<file path="config.mk">
export PLATFORM = sky130hd
export DESIGN_NAME = fetch_stage
export DESIGN_NICKNAME = d
export VERILOG_FILES = /design/src/rtl/fetch_stage.sv
export SDC_FILE = /design/constraint.sdc
export NUM_CORES = 1
export LEC_CHECK = 0
export ABC_AREA = 1
export BUFFER_PORTS_ARGS = -buffer_cell sky130_fd_sc_hd__buf_4
export CORE_MARGIN = 4
export CORE_UTILIZATION = 55
export CTS_BUF_LIST = sky130_fd_sc_hd__clkbuf_16
export CTS_CLUSTER_SIZE = 16
export DETAILED_ROUTE_END_ITERATION = 6
export GPL_TIMING_DRIVEN = 1
export PLACE_DENSITY = 0.82
export SLEW_MARGIN = 30
export SYNTH_ARGS = -nofsm -noshare
export SYNTH_HDL_FRONTEND = slang
export SYNTH_SLANG_ARGS = --single-unit
</file>
<file path="constraint.sdc">
create_clock -name clk_i -period 7.1 [get_ports clk_i]
set_input_delay 1.42 -clock clk_i [delete_from_list [all_inputs] [get_ports clk_i]]
set_output_delay 1.42 -clock clk_i [all_outputs]
set_load 0.03 [all_outputs]
</file>
<file path="src/rtl/fetch_stage.sv">
// rtl/fetch_stage.sv - halfword instruction fetch with prefetch buffer
//
// Fetches 16-bit instructions from a single-outstanding instruction memory
// port into a small circular prefetch buffer and hands them to decode.
//
// Ports:
//   clk_i, rst_i                : clock, synchronous active-high reset
//   imem_req_o / imem_addr_o    : one-cycle read request and its halfword address
//   imem_ack_i / imem_data_i    : read response (one or more cycles after the request)
//   stall_i                     : decode cannot take an instruction this cycle
//   branch_i / branch_target_i  : redirect from execute (flushes the buffer)
//   halt_i                      : end of program, fetch stops until reset
//   instr_o, programm_counter_o : buffer head and its address (0 when empty)
//   next_programm_counter_o     : programm_counter_o + 2
//   instr_en_o                  : instr_o valid and consumed this cycle
//   halted_o                    : fetch stopped

module fetch_stage #(
  parameter logic [31:0] RESET_PC  = 32'h0000_0000,
  parameter int          BUF_DEPTH = 2
) (
  input  logic        clk_i,
  input  logic        rst_i,
  output logic        imem_req_o,
  output logic [31:0] imem_addr_o,
  input  logic        imem_ack_i,
  input  logic [15:0] imem_data_i,
  input  logic        stall_i,
  input  logic        branch_i,
  input  logic [31:0] branch_target_i,
  input  logic        halt_i,
  output logic [15:0] instr_o,
  output logic [31:0] programm_counter_o,
  output logic [31:0] next_programm_counter_o,
  output logic        instr_en_o,
  output logic        halted_o
);

  localparam int PW = (BUF_DEPTH > 1) ? $clog2(BUF_DEPTH) : 1;
  localparam int CW = $clog2(BUF_DEPTH + 1);

  typedef enum logic [1:0] {S_RUN, S_WAIT, S_HALT} state_t;

  state_t        state;
  logic [31:0]   fpc;
  logic [31:0]   req_addr;
  logic          drop;
  logic [15:0]   buf_data [BUF_DEPTH];
  logic [31:0]   buf_addr [BUF_DEPTH];
  logic [PW-1:0] head;
  logic [PW-1:0] tail;
  logic [CW-1:0] count;

  logic          empty;
  logic          outstanding;
  logic          push;
  logic          pop;
  logic          can_issue;
  logic [CW:0]   occ_next;
  logic          unused_target_lsb;

  assign unused_target_lsb = branch_target_i[0];

  function automatic logic [PW-1:0] ptr_inc(input logic [PW-1:0] p);
    return (p == PW'(BUF_DEPTH - 1)) ? '0 : p + PW'(1);
  endfunction

  assign empty = (count == '0);
  // In RUN or HALT a set drop flag means an abandoned request still owes an ack.
  assign outstanding = (state == S_WAIT) || drop;

  always_comb begin
    pop  = 1'b0;
    push = 1'b0;
    occ_next  = '0;
    can_issue = 1'b0;
    pop  = !rst_i && !empty && !stall_i && (state != S_HALT) && !halt_i && !branch_i;
    push = !rst_i && (state == S_WAIT) && imem_ack_i && !drop && !branch_i && !halt_i;
    // Occupancy after this cycle's push and pop; counting the pop keeps
    // zero-wait memory at one instruction per cycle with only two entries.
    occ_next = (CW+1)'(count) + (CW+1)'(push) - (CW+1)'(pop);
    // A new request may follow an ack in the same cycle. After a reset that
    // abandoned a request, RUN waits for the stale ack so that at most one
    // request is ever in flight.
    can_issue = !rst_i && !branch_i && !halt_i &&
                (((state == S_RUN) && !drop) || ((state == S_WAIT) && imem_ack_i)) &&
                (occ_next < (CW+1)'(BUF_DEPTH));
  end

  assign imem_req_o              = can_issue;
  assign imem_addr_o             = fpc;
  assign instr_en_o              = pop;
  assign instr_o                 = empty ? 16'h0000 : buf_data[head];
  assign programm_counter_o      = empty ? 32'h0000_0000 : buf_addr[head];
  assign next_programm_counter_o = programm_counter_o + 32'd2;
  assign halted_o                = (state == S_HALT);

  always_ff @(posedge clk_i) begin
    if (push) begin
      buf_data[tail] <= imem_data_i;
      buf_addr[tail] <= req_addr;
    end
  end

  always_ff @(posedge clk_i) begin
    if (rst_i) begin
      state    <= S_RUN;
      fpc      <= RESET_PC;
      req_addr <= RESET_PC;
      head     <= '0;
      tail     <= '0;
      count    <= '0;
      drop     <= outstanding && !imem_ack_i;
    end else if (state == S_HALT) begin
      if (imem_ack_i) drop <= 1'b0;
    end else if (halt_i) begin
      // Halt wins over a simultaneous branch.
      state <= S_HALT;
      head  <= '0;
      tail  <= '0;
      count <= '0;
      drop  <= outstanding && !imem_ack_i;
    end else begin
      if (branch_i) begin
        head  <= '0;
        tail  <= '0;
        count <= '0;
        fpc   <= {branch_target_i[31:1], 1'b0};
      end else begin
        if (push) tail <= ptr_inc(tail);
        if (pop)  head <= ptr_inc(head);
        count <= CW'(occ_next);
        if (can_issue) fpc <= fpc + 32'd2;
      end

      case (state)
        S_RUN: begin
          if (imem_ack_i && drop) begin
            drop <= 1'b0;
          end else if (can_issue) begin
            state    <= S_WAIT;
            req_addr <= fpc;
          end
        end
        S_WAIT: begin
          if (imem_ack_i) begin
            drop <= 1'b0;
            if (can_issue) req_addr <= fpc;
            else           state    <= S_RUN;
          end else if (branch_i) begin
            drop <= 1'b1;
          end
        end
        default: ;
      endcase
    end
  end

endmodule

</file>
==> impl_results.md, run 1 <==
* Max capacitance violation total at 0
* Power density over the cells at between 150 and 200 nW/um2
* Combined area of all synthesized cells at 8630 um2
* LEAKAGE at 0.00445 uW
* Area share of the largest cell type after synthesis at about 33%
* First-pass GRT wire length at about 36,000 um
* Async set-or-reset flop fraction in the synthesized netlist at 0%
* Total vias in the final route at about 8,000
* Post-placement setup slack at about 2000 ps
* Synth Register Bits at 164
* End point of the worst hold path: buf_addr[0][4]
* Data required, critical path at approximately 5700 ps
* Starting Density at between 50% and 60%
* Maximum level of the CTS H-tree at 4
* Min Tclk post-route at 5140 ps
* Fraction of layout instances using a drive strength above 1 at 17.5%
* Share of the cycle needed by the critical path after routing at between 70% and 80%
* Standard cell area after detailed placement at ~10000 um2
* Grt total ovfl at 0
* Post-DR vias/cell at between 5 and 6
* Worst path setup slack after routing at approximately 2000 ps
* Worst-Skew Late Latency at approximately 430 ps
* Mean routed wirelength per cell at 14.2 um
* Number of iterations in the first detailed-routing pass at 5
* Detailed-placement wirelength estimate at around 16,000 um
* VDD IR-drop max at approximately 230 uV
* End of the worst register-to-register path: req_addr[10]
* Startpoint type of the worst setup path: input pin
* Final Skew at ~13 ps
* Most instantiated flip-flop cell in the synthesis netlist: sky130_fd_sc_hd__edfxtp_1
* Worst min-delay path startpoint: req_addr[4]
* Antenna violations before repair at 0
* RSZ-0062 raised after global routing: no
* Proportion of synthesized chip area in sequential cells at roughly half
* Total Nets Final at approximately 1,400
* Count of buffers inserted at the top-level ports at between 150 and 200
* DRC violation total after the first TritonRoute iteration at approximately 640
* Final hold violations at 0
* DIE HEIGHT at about 130 um
* Diode insertion count for antenna repair at 0
* Cells on worst reg2reg path at 18
* Area of the core region at around 15,000 um2
* Routed Antenna Nets at 0
* Critical path fanouts, max at 26
* Max-slew violation total from the final report at 0
* Horizontal extent of the die at ~130 um
* I/O pin cnt at ~170
* Clock root buffer master: sky130_fd_sc_hd__clkbuf_16
* GP Congestion at approximately 0.92
* Crit Path Class: in -> out
* Most instantiated library cell after synthesis: sky130_fd_sc_hd__nand2_1
* Measured slew at the worst slew-check pin at a little over 800 ps
* Hold buffer count at CTS at 0
* Total routing resource utilization after global routing at about 25%
* Reg-to-reg setup timing slack at 3290 ps
* Wire length reported by the detailed router at around 22,000 um
* Ranking of synthesized cells by area: sky130_fd_sc_hd__edfxtp_1, sky130_fd_sc_hd__nand2_1, sky130_fd_sc_hd__dfxtp_1
* Worst slack on hold paths at 453 ps
* Drt drc at 0
* Share of total power in sequential cells at about 50%
* Startpoint of the most critical register-to-register path: state[0]
* Mapped Cells at 1,172
* Max Clock Freq at ~200 MHz
* Area overhead of the layout relative to synthesis at 21.9%
* Endpoint class of the critical path: output port
* Num CTS Buffers at 17
* Die Footprint at ~18,000 um2
* Total number of placement rows at 45
* Internal at about 1600 uW
* Clock share of power at between 40% and 50%
* Net switching power at about 520 uW
* Total Power Consumption at about 2100 uW
* Final Instance Area at between 10,000 and 15,000 um2
* Top cell types by occurrence after synthesis: sky130_fd_sc_hd__nand2_1, sky130_fd_sc_hd__nor2_1, sky130_fd_sc_hd__edfxtp_1
* Via count of the first global-routing pass at roughly 7,400
* Clock sinks at around 160
* Yosys cell types at 41
* Total of endpoints with negative setup slack in the final report at 0
* Worst slew margin relative to its limit at approximately 45%
* Buffer depth of the longest clock path at 2
* Hold/Removal Path Class: reg -> reg
* Cell type with the highest aggregate area in the netlist: sky130_fd_sc_hd__edfxtp_1
* Total negative slack for setup checks at 0 ps
* Worst-path clk slew at roughly 70 ps
* Hold Crit Depth at 0
* Crit path arrival time at 3720 ps
* Warnings, synthesis at 0
* Maximum number of pins on one net before global-route repair at 54
* Clock tree from TritonCTS: yes
* Cts repair resizes at 0
* Fraction of power consumed by combinational cells at under 10%
* Post-synthesis area per instance at between 7 and 8 um2
* Setup repair bufs after CTS at 0
* Result of the run: completed
* Switching Fraction at 24.8%
* Post-synth EDFFs at 95
## routing by layer
layer  track usage, %  routed length (um)  vias up
li1                 -                   -     4050
met1             33.3                9670     3627
met2             40.1               10000      333
met3             5.29                1640       37
met4             8.29                 571        0
met5                0                   0        -
## how the worst max path moves through the flow
stage,from,endpoint,slack [ps],cells past startpoint
5_1_grt,branch_i,imem_req_o,1830,11
6_report,branch_i,imem_req_o,1960,11
3_3_place_gp,branch_i,imem_req_o,2090,11
2_1_floorplan,branch_i,imem_req_o,2330,10
4_1_cts,branch_i,imem_req_o,1980,11
3_5_place_dp,branch_i,imem_req_o,2000,11
## through the flow
stage	cells	utilization (%)
6_report	1544	68.8
5_1_grt	1544	68.8
4_1_cts	1544	68.8
3_5_place_dp	1512	65.1
3_3_place_gp	1512	65.1
2_1_floorplan	1174	-
## critical path: stages
cell and delay [ps]:
sky130_fd_sc_hd__buf_4 200, sky130_fd_sc_hd__nor2_1 180, sky130_fd_sc_hd__nand2_1 90, sky130_fd_sc_hd__nor3_1 380
sky130_fd_sc_hd__xnor2_1 180, sky130_fd_sc_hd__ha_1 180, sky130_fd_sc_hd__inv_1 50, sky130_fd_sc_hd__fa_1 510
sky130_fd_sc_hd__nand3_1 150, sky130_fd_sc_hd__nor2_2 190, sky130_fd_sc_hd__buf_4 180
## cells by family (layout without fill, tap and decap cells)
logic type	Yosys count	count (layout)	share of synthesized area [%]
AOI/OAI and AO/OA	147	147	8.80
xor gates and xnor gates	16	16	1.62
adders and majority gates	7	7	1.10
buffers and inverters	148	307	7.22
DFF	164	164	49.0
other	1	3	0.0434
and+or+nand+nor	689	689	32.2
## final cells by class
cell class	count	area (um2)
Clock inverter	15	133
Timing Repair Buffer	170	1280
Tap cell	211	264
Multi-Input combinational cell	862	3800
Clock buffer	17	425
Sequential cell	164	4230
Fill cell	1308	4790
Inverter	105	397
## power by group through the flow
stage               Combinational, uW  Sequential, uW  Clock [uW]
floorplan                         105            1080           0
global placement                  183            1070           0
detailed placement                187            1070           0
CTS                               189            1050         871
global route                      209            1050         911
finish                            189            1050         863
## registers in the layout (all words and copies together) (netlist names), named ones only
| register | count |
|---|---|
| buf_addr | 62 |
| buf_data | 32 |
| imem_addr_o | 31 |
| req_addr | 31 |
| count | 2 |
| state | 2 |
| drop | 1 |
| head | 1 |
| tail | 1 |
## placed cells by master (no fill, tap or decap), drive strengths merged, types with 3 or more instances in the layout
master,synthesis,routed
or2,4,4
nor3,3,3
edfxtp,95,95
nor2,188,188
inv,103,110
nand2,413,413
nand3b,3,3
clkinvlp,0,3
buf,28,170
a21oi,75,75
nand3,64,64
ha,6,6
xor2,15,15
o21ai,63,63
nand4,11,11
conb,1,3
clkbuf,15,17
dfxtp,69,69
clkinv,2,6
No activity file was read; power rests on OpenSTA's default activity.
==> inputs of run 2 (changes only) <==
--- a/config.mk
+++ b/config.mk
@@ -8,12 +8,12 @@
 export ABC_AREA = 1
 export BUFFER_PORTS_ARGS = -buffer_cell sky130_fd_sc_hd__buf_4
 export CORE_MARGIN = 4
-export CORE_UTILIZATION = 55
+export CORE_UTILIZATION = 50
 export CTS_BUF_LIST = sky130_fd_sc_hd__clkbuf_16
 export CTS_CLUSTER_SIZE = 16
 export DETAILED_ROUTE_END_ITERATION = 6
 export GPL_TIMING_DRIVEN = 1
-export PLACE_DENSITY = 0.82
+export PLACE_DENSITY = 0.78
 export SLEW_MARGIN = 30
 export SYNTH_ARGS = -nofsm -noshare
 export SYNTH_HDL_FRONTEND = slang
==> constraint.sdc (replaced) <==
create_clock -name clk_i -period 4.4 [get_ports clk_i]
set_input_delay 0.88 -clock clk_i [delete_from_list [all_inputs] [get_ports clk_i]]
set_output_delay 0.88 -clock clk_i [all_outputs]
set_load 0.03 [all_outputs]
==> run 2 against run 1 <==
  * Sequential share of layout area is 0.47 points lower
  * Sequential power is 61% higher
  * Flip-flop and latch count stayed put
  * Register-to-register slack worse by 2400 ps
  * Utilization is 5.2 points lower
  * Via count is 1.3% lower
  * Clock skew is 6.6 ps lower
  * Die area is 9.4% higher
  * Design area is 1.2% higher
  * Combinational power is 63% higher
  * Largest cell class unchanged
==> impl_results.md, run 2 (synthesized netlist as in run 1, its figures left out) <==
* Logic depth of the worst setup path including buffers at 10 (-1)
* Endpoint class of the critical path: output port
* Wire length reported by the detailed router at 22,200 um (+1.7%)
* Largest Register: buf_addr
* Post-route non-filler standard cell count at 1,556 (+0.78%)
* Worst-Skew Late Latency at 420 ps (about the same)
* Grt total ovfl at 0 (unchanged)
* Critical path fanouts, max at 42 (+62%)
* Area overhead of the layout relative to synthesis at 23.4%
* Startpoint of the most critical setup path: count[1]
* Crit Path Class: reg -> out
* Power density over the cells at 331 nW/um2 (+66%)
* Count of buffer and inverter cells on the critical path at 3 (unchanged)
* VDD IR-drop max at 310 uV (+35%)
* Total negative slack for setup checks at 0 ps (unchanged)
* Maximum number of pins on one net before global-route repair at 53 (-1.9%)
* DRC violation total after the first TritonRoute iteration at 654 (+2.7%)
* Cell at the slowest stage of the critical path: sky130_fd_sc_hd__fa_1
* Hold/Removal Path Class: reg -> reg
* Drt drc at 0 (unchanged)
* Total of endpoints with negative setup slack in the final report at 0 (unchanged)
* Total routing resource utilization after global routing at 22.9% (-1.8 points)
* Measured slew at the worst slew-check pin at 793 ps (-36.1 ps)
* List of cells traversed by the critical path: nor2_4 -> inv_4 -> nand3_1 -> xnor2_1 -> ha_1 -> inv_1 -> fa_1 -> nand3_1 -> nor2_2 -> buf_4
* GP Congestion at 0.926 (+0.98%)
* Top library cells by usage in the layout, fill and taps aside: sky130_fd_sc_hd__nand2_1, sky130_fd_sc_hd__buf_4, sky130_fd_sc_hd__nor2_1
* Area of the core region at 16,800 um2 (+9.4%)
* Setup repair bufs after CTS at 0 (unchanged)
* Via count of the first global-routing pass at 7,438 (+0.32%)
* Max reg flops at 62 (unchanged)
* Num CTS Buffers at 17 (unchanged)
* Starting Density at 51.5% (-4.9 points)
* Max Clock Freq at around 240 MHz
* Final hold violations at 0 (unchanged)
* Total Power Consumption at 3530 uW (+68%)
* Worst path setup slack after routing at 268 ps (-1700 ps)
* Data required, critical path at 3520 ps (-2160 ps)
* Count of buffers inserted at the top-level ports at 164 (unchanged)
* CP Capture Point: imem_req_o
* Registers with the most flip-flops: buf_addr: 62 flops, buf_data: 32 flops
* Crit path arrival time at 3250 ps (-470 ps)
* LEAKAGE at 0.00451 uW (+1.3%)
* Clock sinks at 164 (unchanged)
* Horizontal extent of the die at 139 um (+4.6%)
* Worst-path clk slew at 60 ps (about the same)
* Post-route core utilization at 63.6% (-5.2 points)
* Inst Count DP at 1,525 (+0.86%)
* Reg-to-reg setup timing slack at 910 ps (-2380 ps)
* Min Tclk post-route at a little over 4000 ps
* Post-DR vias/cell at 5.11 (-2.0%)
* Antenna violations before repair at 0 (unchanged)
* Hold Crit Depth at 0 (unchanged)
* Max-slew violation total from the final report at 0 (unchanged)
* Filler cell count in the final layout at 1,462 (+12%)
* Buffer depth of the longest clock path at 2 (unchanged)
* Worst slew margin relative to its limit at 47.1% (+2.4 points)
* Startpoint of the most critical register-to-register path: count[1]
* End of the worst register-to-register path: req_addr[8]
* Clock root buffer master: sky130_fd_sc_hd__clkbuf_16
* Routed Antenna Nets at 0 (unchanged)
* Dominant delay contributor by cell family on the critical path: simple AND/OR/NAND/NOR gates
* Detailed-placement wirelength estimate at 16,300 um (+1.9%)
* Crit path largest cell delay at 520 ps (about the same)
* I/O pin cnt at 169 (unchanged)
* Total number of placement rows at 47 (+4.4%)
* Post-placement setup slack at 361 ps (-1640 ps)
* Share of the cycle needed by the critical path after routing at 93.9%
* Total Nets Final at 1,385 (+0.29%)
* Mean routed wirelength per cell at 14.3 um (+0.87%)
* Diode insertion count for antenna repair at 0 (unchanged)
* Die Footprint at 19,400 um2 (+9.4%)
* RSZ-0062 raised after global routing: no
* Final Skew at 6.15 ps (-6.56 ps)
* Footprint of the flip-flops and latches at 4230 um2 (unchanged)
* Cells on worst reg2reg path at 14 (-4)
* Area occupied by multi-input gates at 3800 um2 (about the same)
* First-pass GRT wire length at 36,600 um (+2.9%)
* Fraction of layout instances using a drive strength above 1 at 17.7% (+0.26 points)
* Maximum level of the CTS H-tree at 4 (unchanged)
* Startpoint type of the worst setup path: register
* Hold buffer count at CTS at 0 (unchanged)
* Clock tree from TritonCTS: yes
* Most frequent cell on the critical path: sky130_fd_sc_hd__nand3_1
* Worst min-delay path startpoint: req_addr[24]
* Total vias in the final route at 7,945 (-1.3%)
* Max capacitance violation total at 0 (unchanged)
* DIE HEIGHT at 139 um (+4.6%)
* Cts repair resizes at 0 (unchanged)
* Result of the run: completed
* Most common library cell in the layout ignoring fill and taps: sky130_fd_sc_hd__nand2_1
* Number of iterations in the first detailed-routing pass at 5 (unchanged)
==> run 2: cell types whose count changed in the layout (fill, tap and decap cells not counted), sizes merged <==
cell / delta
bufinv: +2
clkinvlp: -1
inv: -3
clkinv: -1
buf: +4
clkbuf: +2
==> run 2: layout make-up <==
cell class | count | share of cell area (%)
Sequential cell | 164 | 39.7
Multi-Input combinational cell | 862 | 35.7
Timing Repair Buffer | 174 | 12.4
Clock buffer | 19 | 4.46
Inverter | 105 | 3.72
Tap cell | 220 | 2.58
Clock inverter | 12 | 1.42
==> run 2: routing by layer <==
layer	vias up	wire length [um]	track usage [%]
met5	-	0	0
met4	0	478	7.52
met3	35	1760	4.60
met2	310	10100	36.2
met1	3534	9940	31.8
li1	4066	-	-
==> run 2: power breakdown <==
group          switching [uW]  internal, uW
Clock                     573           956
Sequential               39.1          1650
Combinational             192           117
==> run 2: per-stage QoR <==
step | area, um2 | hold slack [ps]
3_3_place_gp | 10000 | 431
5_1_grt | 10700 | 469
6_report | 10700 | 453
3_5_place_dp | 10000 | 434
4_1_cts | 10700 | 456
2_1_floorplan | 8640 | 420
==> run 2: how the worst min path moves through the flow <==
stage	to	slack, ps
detailed placement	buf_addr[1][4]	430
floorplan	buf_addr[0][10]	420
global placement	buf_addr[0][19]	430
finish	buf_addr[1][24]	450
CTS	buf_addr[1][24]	460
global route	buf_addr[0][24]	470
==> inputs of run 3 (changes only) <==
--- a/config.mk
+++ b/config.mk
@@ -8,12 +8,13 @@
 export ABC_AREA = 1
 export BUFFER_PORTS_ARGS = -buffer_cell sky130_fd_sc_hd__buf_4
 export CORE_MARGIN = 4
-export CORE_UTILIZATION = 50
+export CORE_UTILIZATION = 28
 export CTS_BUF_LIST = sky130_fd_sc_hd__clkbuf_16
 export CTS_CLUSTER_SIZE = 16
 export DETAILED_ROUTE_END_ITERATION = 6
 export GPL_TIMING_DRIVEN = 1
-export PLACE_DENSITY = 0.78
+export PLACE_DENSITY = 0.5
+export SKIP_CTS_REPAIR_TIMING = 1
 export SLEW_MARGIN = 30
 export SYNTH_ARGS = -nofsm -noshare
 export SYNTH_HDL_FRONTEND = slang
==> run 3 against run 2 <==
  * Via count decreased by 1.7%
  * Critical path depth unchanged
  * Sequential share of layout area decreased by 0.87 points
  * Design area increased by 2.2%
  * Hold slack got worse by 3.4 ps
  * Final cell count increased by 12%
  * First-iteration DRC count decreased by 28%
  * Combinational power increased by 3%
  * Setup slack improved by 62 ps
  * Register-to-register slack improved by 60 ps
==> impl_results.md, run 3 (synthesized netlist as in run 1, its figures left out) <==
* Crit path arrival time at 3190 ps (-60 ps)
* Total of endpoints with negative setup slack in the final report at 0 (unchanged)
* Filler cell count in the final layout at 3,258 (+120%)
* Final Instance Area at 10,900 um2 (+2.2%)
* Worst-Skew Late Latency at 420 ps (about the same)
* GP Congestion at 0.880 (-5.0%)
* Num CTS Buffers at 17 (unchanged)
* Clock tree from TritonCTS: yes
* Result of the run: completed
* Largest Register: buf_addr
* Post-DR vias/cell at 4.50 (-12%)
* Count of buffers inserted at the top-level ports at 164 (unchanged)
* Routed Antenna Nets at 0 (unchanged)
* Clock root buffer master: sky130_fd_sc_hd__clkbuf_16
* Most frequent cell on the critical path: sky130_fd_sc_hd__nand3_1
* Worst slack on hold paths at 449 ps (-3.44 ps)
* Startpoint of the most critical register-to-register path: count[1]
* Max Clock Freq at 246 MHz (+1.5%)
* VDD IR-drop max at 232 uV (-25%)
* Starting Density at 28.3% (-23 points)
* Grt total ovfl at 0 (unchanged)
* Maximum level of the CTS H-tree at 4 (unchanged)
* Measured slew at the worst slew-check pin at 582 ps (-211 ps)
* Horizontal extent of the die at 184 um (+32%)
* Cell at the slowest stage of the critical path: sky130_fd_sc_hd__fa_1
* End point of the worst hold path: buf_addr[1][3]
* Crit Path Class: reg -> out
* Maximum number of pins on one net before global-route repair at 53 (unchanged)
* Total routing resource utilization after global routing at 14.7% (-8.2 points)
* Count of buffer and inverter cells on the critical path at 3 (unchanged)
* Logic depth of the worst setup path including buffers at 10 (unchanged)
* Dominant delay contributor by cell family on the critical path: simple AND/OR/NAND/NOR gates
* Clock sinks at 164 (unchanged)
* Met1 Track Usage GR at 22.1% (-9.7 points)
* Wire length reported by the detailed router at 25,300 um (+14%)
* Standard cell area after detailed placement at 10,300 um2 (+2.5%)
* Worst slew margin relative to its limit at 61.1% (+14 points)
* DRC violation total after the first TritonRoute iteration at 470 (-28%)
* Min Tclk post-route at 4070 ps (-62.4 ps)
* First-pass GRT wire length at 39,700 um (+8.7%)
* Total Nets Final at 1,387 (+0.14%)
* RSZ-0062 raised after global routing: no
* I/O pin cnt at 169 (unchanged)
* Hold/Removal Path Class: reg -> reg
* List of cells traversed by the critical path: nor2_4 -> inv_4 -> nand3_1 -> xnor2_1 -> ha_1 -> inv_1 -> fa_1 -> nand3_1 -> nor2_2 -> buf_4
* Diode insertion count for antenna repair at 0 (unchanged)
* Drt drc at 0 (unchanged)
* Detailed-placement wirelength estimate at 18,800 um (+15%)
* Antenna violations before repair at 0 (unchanged)
* Critical path fanouts, max at 42 (unchanged)
* Max-slew violation total from the final report at 0 (unchanged)
* Number of iterations in the first detailed-routing pass at 5 (unchanged)
* Met2 Track Usage GR at 21.8% (-14 points)
* Highest-utilization routing layer at the global route stage: met1
* Worst-path clk slew at 70 ps (about the same)
* Die Footprint at 33,700 um2 (+73%)
* Registers with the most flip-flops: buf_addr: 62 flops, buf_data: 32 flops
* Via count of the first global-routing pass at 7,282 (-2.1%)
* Final hold violations at 0 (unchanged)
* Total number of placement rows at 64 (+36%)
* Endpoint class of the critical path: output port
* Area overhead of the layout relative to synthesis at 26.1%
* Max reg flops at 62 (unchanged)
* Max capacitance violation total at 0 (unchanged)
* Share of the cycle needed by the critical path after routing at 92.5% (-1.4 points)
* Hold Crit Depth at 0 (unchanged)
* Top library cells by usage in the layout, fill and taps aside: sky130_fd_sc_hd__nand2_1, sky130_fd_sc_hd__buf_4, sky130_fd_sc_hd__nor2_1
* Power density over the cells at 327 nW/um2 (-1.4%)
* Fraction of layout instances using a drive strength above 1 at 18.1% (+0.33 points)
* DIE HEIGHT at 184 um (+32%)
* Startpoint type of the worst setup path: register
* Total vias in the final route at 7,806 (-1.7%)
* Total negative slack for setup checks at 0 ps (unchanged)
* Reg-to-reg setup timing slack at 970 ps (+60 ps)
* LEAKAGE at 0.00451 uW (about the same)
* Final Skew at 12.9 ps (+6.76 ps)
* Cells on worst reg2reg path at 14 (unchanged)
* Mean routed wirelength per cell at 14.6 um (+2.1%)
* Worst min-delay path startpoint: req_addr[3]
* Area of the core region at 30,500 um2 (+82%)
* Data required, critical path at 3520 ps (about the same)
* GRT met3 Usage at 3.09% (-1.5 points)
* Most common library cell in the layout ignoring fill and taps: sky130_fd_sc_hd__nand2_1
* End of the worst register-to-register path: req_addr[29]
* Buffer depth of the longest clock path at 2 (unchanged)
* Crit path largest cell delay at 510 ps (about the same)
## run 3: cell count changes in the layout (fill, tap and decap cells not counted), sizes merged
cell	delta
clkinvlp	+1
buf	+2
clkinv	-1
inv	+3
clkbuf	-2
## run 3: how the worst max path moves through the flow
stage / startpoint / endpoint
after global routing: count[1] / imem_req_o
final: count[1] / imem_req_o
after floorplan: branch_i / buf_addr[0][10]
after global placement: halt_i / imem_req_o
after CTS: count[1] / imem_req_o
after detailed placement: halt_i / imem_req_o
## run 3: per-stage QoR
stage,cells,util [%],power (uW),setup slack (ps)
2_1_floorplan,1174,-,1910,322
3_3_place_gp,1703,33.7,2040,461
3_5_place_dp,1703,33.7,2040,441
4_1_cts,1735,35.7,3600,232
5_1_grt,1735,35.7,3710,33.3
6_report,1735,35.7,3560,331
## run 3: metal layers
layer  part of all wire, %  wire [um]
met4                  0.90        228
met3                   6.5       1640
met5                     0          0
met1                    51      12900
met2                    42      10600
## run 3: layout make-up
class,instances,area [um2],share of cell area [%]
multi-input cells,862,3800,34.9
repair buffers,176,1350,12.4
well taps,396,495,4.55
inverters,105,397,3.64
clock buffers,17,425,3.91
clock inverters,15,191,1.76
flip-flops and latches,164,4230,38.9
## run 3: worst reg2reg max path: cells and delay by family (launching register included)
kind	cells	cell delay [ps]
simple gates	5	1070
buf+inv	4	810
fa+ha+maj	2	670
flops	1	370
compound gates	2	300
xor+xnor	1	140
## run 3: power breakdown
group | total (uW) | internal [uW] | switching (uW)
clock | 1550 | 909 | 639
sequential | 1690 | 1650 | 41.0
combinational | 316 | 118 | 198
